### config.mk
export PLATFORM = sky130hd
export DESIGN_NAME = muldiv_unit_flat
export DESIGN_NICKNAME = d
export VERILOG_FILES = /design/src/rtl/muldiv_if.sv /design/src/rtl/muldiv_unit.sv /design/src/flat_wrapper.sv
export SDC_FILE = /design/constraint.sdc
export NUM_CORES = 1
export LEC_CHECK = 0
export CORE_UTILIZATION = 45
export CTS_CLUSTER_DIAMETER = 100
export DETAILED_ROUTE_END_ITERATION = 10
export PLACE_DENSITY = 0.69
export SETUP_SLACK_MARGIN = 0.05
export SLEW_MARGIN = 5
export SYNTH_ARGS = -nofsm -noshare
export SYNTH_HDL_FRONTEND = slang
export SYNTH_SLANG_ARGS = --single-unit
export TNS_END_PERCENT = 5
### constraint.sdc
create_clock -name clk -period 7.9 [get_ports clk]
set_input_delay 0.79 -clock clk [delete_from_list [all_inputs] [get_ports clk]]
set_output_delay 0.79 -clock clk [all_outputs]
set_load 0.02 [all_outputs]
### src/rtl/muldiv_if.sv
// muldiv_if: execute-stage handshake between the pipeline and muldiv_unit.
interface muldiv_if #(parameter int WIDTH = 32);
    logic             start;
    logic [2:0]       op;
    logic [WIDTH-1:0] rs_data;
    logic [WIDTH-1:0] rt_data;
    logic             read_hilo;
    logic             busy;
    logic             stall;
    logic [WIDTH-1:0] hi;
    logic [WIDTH-1:0] lo;
    logic             div_by_zero;
    modport master (output start, op, rs_data, rt_data, read_hilo,
                    input  busy, stall, hi, lo, div_by_zero);
    modport slave  (input  start, op, rs_data, rt_data, read_hilo,
                    output busy, stall, hi, lo, div_by_zero);
endinterface

### src/rtl/muldiv_unit.sv
// muldiv_unit: iterative MULT/MULTU/DIV/DIVU with HI/LO state and a pipeline stall.
// Signed ops run on magnitudes; signs are reapplied in a single FIXUP cycle.
module muldiv_unit #(parameter int WIDTH = 32) (
    input  logic    clk,
    input  logic    nrst,
    muldiv_if.slave bus
);
    localparam int CW = $clog2(WIDTH);
    typedef enum logic [1:0] {IDLE, CALC, FIXUP} state_t;
    state_t             state_q, state_d;
    logic [CW-1:0]      cnt_q, cnt_d;
    // Multiply: {partial product, multiplier}; divide: low half is dividend shifting into quotient.
    logic [2*WIDTH-1:0] acc_q, acc_d;
    logic [WIDTH:0]     rem_q, rem_d;
    logic [WIDTH-1:0]   b_q, b_d, hi_q, hi_d, lo_q, lo_d;
    logic               is_div_q, is_div_d, neg_p_q, neg_p_d, neg_r_q, neg_r_d, dz_q, dz_d;
    logic               sign_rs, sign_rt;
    logic [WIDTH-1:0]   abs_rs, abs_rt, quo, rmd;
    logic [WIDTH:0]     sum;
    logic [WIDTH+1:0]   diff;
    logic [2*WIDTH-1:0] prod;

    assign sign_rs = ~bus.op[0] & bus.rs_data[WIDTH-1];
    assign sign_rt = ~bus.op[0] & bus.rt_data[WIDTH-1];
    assign abs_rs  = sign_rs ? -bus.rs_data : bus.rs_data;
    assign abs_rt  = sign_rt ? -bus.rt_data : bus.rt_data;
    assign sum     = {1'b0, acc_q[2*WIDTH-1:WIDTH]} + {1'b0, b_q & {WIDTH{acc_q[0]}}};
    // Extra top bit is the borrow; a zero divisor never borrows, giving all-ones quotient.
    assign diff    = {rem_q, acc_q[WIDTH-1]} - {2'b00, b_q};
    assign prod    = neg_p_q ? -acc_q : acc_q;
    assign quo     = (neg_p_q & ~dz_q) ? -acc_q[WIDTH-1:0] : acc_q[WIDTH-1:0];
    assign rmd     = neg_r_q ? -rem_q[WIDTH-1:0] : rem_q[WIDTH-1:0];

    always_comb begin
        state_d  = state_q;
        cnt_d    = cnt_q;
        acc_d    = acc_q;
        rem_d    = rem_q;
        b_d      = b_q;
        hi_d     = hi_q;
        lo_d     = lo_q;
        is_div_d = is_div_q;
        neg_p_d  = neg_p_q;
        neg_r_d  = neg_r_q;
        dz_d     = dz_q;
        case (state_q)
            IDLE: if (bus.start) begin
                if (!bus.op[2]) begin
                    acc_d    = {{WIDTH{1'b0}}, abs_rs};
                    rem_d    = '0;
                    b_d      = abs_rt;
                    is_div_d = bus.op[1];
                    neg_p_d  = sign_rs ^ sign_rt;
                    neg_r_d  = sign_rs;
                    dz_d     = bus.op[1] && (bus.rt_data == '0);
                    cnt_d    = CW'(WIDTH - 1);
                    state_d  = CALC;
                end else if (bus.op[1:0] == 2'd0) begin
                    hi_d = bus.rs_data;
                end else if (bus.op[1:0] == 2'd1) begin
                    lo_d = bus.rs_data;
                end
            end
            CALC: begin
                acc_d   = is_div_q ? {acc_q[2*WIDTH-1:WIDTH], acc_q[WIDTH-2:0], ~diff[WIDTH+1]}
                                   : {sum, acc_q[WIDTH-1:1]};
                rem_d   = !is_div_q ? rem_q
                        : diff[WIDTH+1] ? {rem_q[WIDTH-1:0], acc_q[WIDTH-1]} : diff[WIDTH:0];
                cnt_d   = cnt_q - CW'(1);
                state_d = (cnt_q == '0) ? FIXUP : CALC;
            end
            FIXUP: begin
                hi_d    = is_div_q ? rmd : prod[2*WIDTH-1:WIDTH];
                lo_d    = is_div_q ? quo : prod[WIDTH-1:0];
                state_d = IDLE;
            end
            default: state_d = IDLE;
        endcase
    end

    always_ff @(posedge clk or negedge nrst) begin
        if (!nrst) begin
            state_q  <= IDLE;
            cnt_q    <= '0;
            acc_q    <= '0;
            rem_q    <= '0;
            b_q      <= '0;
            hi_q     <= '0;
            lo_q     <= '0;
            is_div_q <= 1'b0;
            neg_p_q  <= 1'b0;
            neg_r_q  <= 1'b0;
            dz_q     <= 1'b0;
        end else begin
            state_q  <= state_d;
            cnt_q    <= cnt_d;
            acc_q    <= acc_d;
            rem_q    <= rem_d;
            b_q      <= b_d;
            hi_q     <= hi_d;
            lo_q     <= lo_d;
            is_div_q <= is_div_d;
            neg_p_q  <= neg_p_d;
            neg_r_q  <= neg_r_d;
            dz_q     <= dz_d;
        end
    end

    assign bus.busy        = (state_q != IDLE);
    assign bus.stall       = bus.busy & (bus.read_hilo | bus.start);
    assign bus.hi          = hi_q;
    assign bus.lo          = lo_q;
    assign bus.div_by_zero = dz_q;
endmodule

### src/flat_wrapper.sv
// flat-port wrapper written by rule: the top's interface ports become plain ports
module muldiv_unit_flat 
#(parameter int WIDTH = 32)
  (clk, nrst, bus_start, bus_op, bus_rs_data, bus_rt_data, bus_read_hilo, bus_busy, bus_stall, bus_hi, bus_lo, bus_div_by_zero);
  muldiv_if #(.WIDTH(WIDTH)) bus_i ();
  input  logic clk;
  input  logic nrst;
  input wire logic [$bits(bus_i.start)-1:0] bus_start;
  input wire logic [$bits(bus_i.op)-1:0] bus_op;
  input wire logic [$bits(bus_i.rs_data)-1:0] bus_rs_data;
  input wire logic [$bits(bus_i.rt_data)-1:0] bus_rt_data;
  input wire logic [$bits(bus_i.read_hilo)-1:0] bus_read_hilo;
  output wire logic [$bits(bus_i.busy)-1:0] bus_busy;
  output wire logic [$bits(bus_i.stall)-1:0] bus_stall;
  output wire logic [$bits(bus_i.hi)-1:0] bus_hi;
  output wire logic [$bits(bus_i.lo)-1:0] bus_lo;
  output wire logic [$bits(bus_i.div_by_zero)-1:0] bus_div_by_zero;
  assign bus_i.start = bus_start;
  assign bus_i.op = bus_op;
  assign bus_i.rs_data = bus_rs_data;
  assign bus_i.rt_data = bus_rt_data;
  assign bus_i.read_hilo = bus_read_hilo;
  assign bus_busy = bus_i.busy;
  assign bus_stall = bus_i.stall;
  assign bus_hi = bus_i.hi;
  assign bus_lo = bus_i.lo;
  assign bus_div_by_zero = bus_i.div_by_zero;
  muldiv_unit #(.WIDTH(WIDTH)) u_core (.clk(clk), .nrst(nrst), .bus(bus_i));
endmodule
==> metrics.cfg, run 1 <==
[synth]
ys_async_sr_fraction_pct = 100
ys_ff_latch = 204
syn_nets = 2155
syn_area_mm2 = 0.0162
synthFlopType = dfrtp_1
synth_area_per_cell_um2 = 8.03
ys_types = 85
postSynthCellCount = 2013
netlist_top_cells_area = dfrtp_1 32%, nand2_1 6.7%, o21ai_0 6.4%
synth_top_area_share_pct = 31.6
yosysSeqAreaShare_pct = 31.6
yosys_warnings = 0
synth_edf_count = 0
yosysTopAreaCell = dfrtp_1

[clocking]
insertion_delay_ps = 530
cts.repair.resized = 0
cts.sinks = 204
post-cts-setup-buffers = 0
root_buffer = clkbuf_16
clkTransAtPathRegs_ps = 60
ctsHoldBuffers = 0
tritoncts = done
numCtsBuffers = 24
htreeDepth = 1
clock_path_buffers = 3

[layout]
area_growth_pct = 15.2
fin_nets = 2217
antenna_cells = 0
drive_gt1_share_pct = 4.35
utilization_pct = 52.5

[power]
p_int_mw = 4.27
power_per_cell_area_mw_per_mm2 = 445
seqPwrFrac_pct = 26.5
pwr-share-clk_pct = 14.2
ir_drop_v = 0.000255
leakage_nw = 7.68
switching_share_pct = 48.4
pwr-share-comb_pct = 59.3
p_sw_mw = 4.01

[timing]
skew_ps = 13.5
post-route-period-util_pct = 52.9
fin_tns_setup_ps = 0
fmax_mhz = 239
fin_crit_ps = 4180
slew_violations = 0
final-setup-viol-count = 0
holdWs_ps = 418
max_slew.worst_pin.slew_ps = 1240
hold_viol = 0
max_slew_margin_pct = 17.3
rsz0062_at_grt = false

[placement]
place_congestion = 0.946
io_buffers = 137
hpwl_um = 39100

[worst_setup_path]
critPathLaunchType = flip-flop
crit_buf_inv = 1
cp_common_cell = o21ai_0
slowest_stage = inv_1
criticalPathCategory = reg -> reg
critPathCaptureType = flip-flop
arrival_ps = 4590
max_stage_delay_ps = 810
crit_family = compound AO/OA/AOI/OAI gates
cp_max_fo = 32
crit_chain = inv_1 -> nor2_1 -> ha_1 -> nor2b_1 -> o21ai_0 -> a2111oi_2 -> nor3_1 -> or2_1 -> o31a_1 -> a211oi_2 -> o21ai_0 -> a32o_1
worstPathRequired_ps = 8310

[detailed_routing]
drc = 0
post_drt_wl_per_cell_um = 20.4
ant_nets = 0
drt_iter0_drc = 1333
vias = 15500
wirelength_um = 52000
drt_pass1_iterations = 5
viasPerCell = 6.05

[global_route]
grt_max_degree = 110
grt_pass1_wl_um = 81600
first_global_vias = 14800
grt-ovfl-total = 0
grtUsageTotal_pct = 28.3
antenna_found_initial = 0

[die]
die-height_um = 192
rows = 69
ios = 138
die_w_um = 192
dieArea_mm2 = 0.0367
coreArea_mm2 = 0.0355
start_util_pct = 45.6

[status]
outcome = complete, no violations

[run]
drv_cap = 0

[hold_path]
hold_class = in -> async

synthesized netlist by cell type (15+ instances only):
master / number
o31ai_1: 22
and3_1: 17
ha_1: 69
xnor2_1: 93
nand2_1: 288
a21oi_1: 132
a221o_1: 17
nand4_1: 19
or3_1: 22
o21a_1: 16
nor2_1: 167
o21ai_0: 208
inv_1: 74
buf_1: 18
or4_1: 20
nand3_1: 35
clkbuf_1: 91
xor2_1: 105
o211ai_1: 32
dfrtp_1: 204
a22oi_1: 15
a21o_1: 36
nor3_1: 38
mux2i_1: 59
o221ai_1: 19
cell type report:
type                            instances  area, um^2
Clock buffer                           38         724
Clock inverter                          5         103
Fill cell                            3347       16900
Inverter                               74         278
Multi-Input combinational cell       1617       10300
Sequential cell                       204        5110
Tap cell                              461         577
Timing Repair Buffer                  154        1500
sequential cells by signal, indices dropped and copies added (netlist names), 2 cells and up:
register,cells
u_core.acc_q,64
u_core.rem_q,33
u_core.b_q,32
u_core.bus.hi,32
u_core.bus.lo,32
u_core.cnt_q,5
u_core.state_q,2
per-layer routing:
layer / GRT usage (%) / part of all wire [%] / up-vias
li1: - / - / 7336
met2: 47.4 / 47 / 665
met5: 0 / 0 / -
met3: 3.36 / 7.4 / 89
met1: 38.1 / 43 / 7364
met4: 8.33 / 2.3 / 0
per-stage QoR:
stage | std cells | setup WS [ps] | instance area [um^2] | total power [mW]
after floorplan | 2013 | 4610 | 16200 | 5.62
after global placement | 2510 | 3930 | 17800 | 6.96
after detailed placement | 2510 | 3830 | 17800 | 7.04
after CTS | 2553 | 3790 | 18600 | 8.24
after global routing | 2553 | 3480 | 18600 | 8.91
final | 2553 | 3720 | 18600 | 8.28
layout by cell type, fill, tap and decap left out, types with 8 or more instances in the layout:
| cell type | Yosys | routed |
|---|---|---|
| o221ai_1 | 19 | 19 |
| a22oi_1 | 15 | 15 |
| and3_1 | 17 | 17 |
| a31oi_1 | 12 | 12 |
| clkbuf_1 | 91 | 8 |
| nand2b_1 | 14 | 14 |
| nand2_1 | 288 | 288 |
| ha_1 | 69 | 69 |
| or3_1 | 22 | 22 |
| o41ai_1 | 14 | 14 |
| a221o_1 | 17 | 17 |
| nor2_1 | 167 | 167 |
| o31ai_1 | 22 | 22 |
| nand3_1 | 35 | 34 |
| xor2_1 | 105 | 105 |
| nand4_1 | 19 | 19 |
| xnor2_1 | 93 | 93 |
| o211ai_1 | 32 | 32 |
| o21ai_0 | 208 | 208 |
| inv_1 | 74 | 74 |
| nor4_1 | 14 | 14 |
| clkbuf_16 | 0 | 25 |
| dfrtp_1 | 204 | 203 |
| nor2b_1 | 12 | 10 |
| a21o_1 | 36 | 36 |
| buf_4 | 0 | 17 |
| a21oi_1 | 132 | 132 |
| or4_1 | 20 | 20 |
| mux2i_1 | 59 | 59 |
| nor3_1 | 38 | 38 |
| and2_1 | 11 | 11 |
| o21a_1 | 16 | 16 |
| clkdlybuf4s50_1 | 0 | 136 |
| a211oi_1 | 9 | 9 |
final timing paths:
kind | from | endpoint | slack (ps) | cells past startpoint
max in group asynchronous | nrst | u_core.is_div_q$_DFFE_PN0P_ | 6180 | 2
setup reg to reg | u_core.acc_q[0]$_DFFE_PN0P_ | u_core.acc_q[61]$_DFFE_PN0P_ | 3720 | 12
hold / removal | nrst | u_core.bus.lo[26]$_DFFE_PN0P_ | 420 | 1
hold reg to reg | u_core.b_q[27]$_DFFE_PN0P_ | u_core.b_q[27]$_DFFE_PN0P_ | 480 | 2
setup / recovery | u_core.acc_q[0]$_DFFE_PN0P_ | u_core.acc_q[61]$_DFFE_PN0P_ | 3720 | 12
min in group clk | u_core.b_q[27]$_DFFE_PN0P_ | u_core.b_q[27]$_DFFE_PN0P_ | 480 | 2
cells by family (layout without fill, tap and decap cells):
| logic type | count (synthesis) | in the layout | share of synthesized area [%] |
|---|---|---|---|
| and+or+nand+nor | 684 | 684 | 19.7 |
| AOI/OAI and AO/OA | 604 | 604 | 24.1 |
| DFF | 204 | 204 | 31.6 |
| xor gates and xnor gates | 198 | 198 | 10.7 |
| buffers and inverters | 192 | 271 | 4.60 |
| adders and majority gates | 71 | 71 | 5.59 |
| muxes | 60 | 60 | 3.72 |
power by group through the flow:
stage | logic [mW] | clock network [mW] | registers [mW]
2_1_floorplan | 3.56 | 0 | 2.06
3_3_place_gp | 4.79 | 0 | 2.17
3_5_place_dp | 4.85 | 0 | 2.19
4_1_cts | 4.87 | 1.20 | 2.17
5_1_grt | 5.42 | 1.24 | 2.26
6_report | 4.91 | 1.18 | 2.20
Note: power is estimated with default switching activity, not from simulation.
==> run 2: changes to the inputs <==
- PLACE_DENSITY: 0.69 -> 0.71
- clock period: 7.9 -> 3.75 ns (I/O delays scaled with it)
==> metrics.cfg, run 2 (synthesized netlist as in run 1, its figures left out) <==
[status]
outcome = complete, no violations

[placement]
hpwl_um = 40300
place_congestion = 0.960
io_buffers = 137
place_area_mm2 = 0.0181
place_ws_ps = 119
place_inst = 2551

[worst_setup_path]
cp_max_fo = 7
criticalPathCategory = reg -> reg
critPathLaunchType = flip-flop
r2r_cells = 13
reg2reg_slack_ps = 190
critPathCaptureType = flip-flop
worstPathRequired_ps = 4170
arrival_ps = 3990

[layout]
largest_reg_flops = 64
largestRegisters = u_core.acc_q: 64 flops, u_core.rem_q: 33 flops
drive_gt1_share_pct = 6.55
design_area_mm2 = 0.0190
final_common_cell = nand2_1
final_cell_mix = 288 x nand2_1, 208 x o21ai_0, 202 x dfrtp_1, 167 x nor2_1, 136 x clkdlybuf4s50_1
utilization_pct = 53.5
antenna_cells = 0
fin_nets = 2264
area_growth_pct = 17.4
regMostFlops = u_core.acc_q
final_cells = 2600

[global_route]
first_global_vias = 14900
grt_max_degree = 81
grtUsageTotal_pct = 28.7
grt-ovfl-total = 0
grt_pass1_wl_um = 82600
antenna_found_initial = 0

[timing]
final-setup-viol-count = 0
skew_ps = 25.3
hold_viol = 0
fin_crit_ps = 3560
rsz0062_at_grt = false
fin_tns_setup_ps = 0
slew_violations = 0
post-route-period-util_pct = 95.0
fmax_mhz = 281
setup_ws_ps = 187
max_slew.worst_pin.slew_ps = 1020
max_slew_margin_pct = 31.6

[clocking]
htreeDepth = 1
insertion_delay_ps = 560
root_buffer = clkbuf_16
cts.sinks = 204
clkTransAtPathRegs_ps = 60
numCtsBuffers = 25
clock_path_buffers = 3
tritoncts = done

[detailed_routing]
vias = 15900
wirelength_um = 52700
drt_iter0_drc = 1458
drt_pass1_iterations = 6
ant_nets = 0
viasPerCell = 6.13
drc = 0
post_drt_wl_per_cell_um = 20.3

[power]
ir_drop_v = 0.000470
leakage_nw = 7.90
power_per_cell_area_mw_per_mm2 = 935

[die]
die_w_um = 192
coreArea_mm2 = 0.0355
rows = 69
die-height_um = 192
ios = 138
dieArea_mm2 = 0.0367
start_util_pct = 45.6

[run]
drv_cap = 0

[hold_path]
hold_class = in -> async

[run 2: per-stage QoR]
| stage | hold WS, ps | power, mW |
|---|---|---|
| 3_5_place_dp | 471 | 15.2 |
| 6_report | 447 | 17.7 |
| 4_1_cts | 453 | 17.6 |
| 5_1_grt | 502 | 19.1 |
| 2_1_floorplan | 79.4 | 11.8 |
| 3_3_place_gp | 464 | 15.0 |
[run 2: layout make-up]
| type | count | area, um^2 |
|---|---|---|
| clock buffers | 38 | 734 |
| multi-input cells | 1617 | 10300 |
| flip-flops and latches | 204 | 5110 |
| repair buffers | 200 | 1890 |
| fillers | 3319 | 16500 |
| well taps | 461 | 577 |
| inverters | 74 | 282 |
| clock inverters | 6 | 50.0 |
[run 2: critical path: stages, from the launching register on]
cell	delay [ps]
dfrtp_2	460
clkinvlp_4	230
buf_4	210
nor2_1	110
ha_1	300
a21o_1	210
a21o_1	200
or4_1	470
nor3_1	150
or2_1	190
o31a_1	240
a211oi_2	100
or3_1	310
a32o_1	260
[run 2: repair_timing]
action,CTS,global route
setup endpoints to repair,0,7
buffers inserted,0,4
endpoints found under the hold margin,77,0
resized for setup,0,3
hold buffers,1,0
[run 2: final timing paths]
| check | to | startpoint |
|---|---|---|
| worst min-delay path | u_core.acc_q[28]$_DFFE_PN0P_ | nrst |
| max in group asynchronous | u_core.b_q[17]$_DFFE_PN0P_ | nrst |
| min in group clk | u_core.b_q[20]$_DFFE_PN0P_ | u_core.b_q[20]$_DFFE_PN0P_ |
| worst min register to register | u_core.b_q[20]$_DFFE_PN0P_ | u_core.b_q[20]$_DFFE_PN0P_ |
| worst max register to register | u_core.acc_q[61]$_DFFE_PN0P_ | u_core.acc_q[0]$_DFFE_PN0P_ |
| worst max-delay path | u_core.acc_q[61]$_DFFE_PN0P_ | u_core.acc_q[0]$_DFFE_PN0P_ |
[run 2: power by group]
part | internal [mW] | total (mW) | switching (mW)
Combinational | 4.51 | 10.8 | 6.34
Sequential | 3.20 | 4.55 | 1.35
Clock | 1.35 | 2.36 | 1.01
[run 2: per-layer routing]
metal / global-route usage, % / part of all wire (%) / wire length [um] / vias to the layer above
met2: 47.5 / 46 / 24400 / 712
li1: - / - / - / 7443
met1: 39.3 / 44 / 23100 / 7678
met4: 9.13 / 3.2 / 1690 / 0
met5: 0 / 0 / 0 / -
met3: 2.44 / 6.6 / 3460 / 102
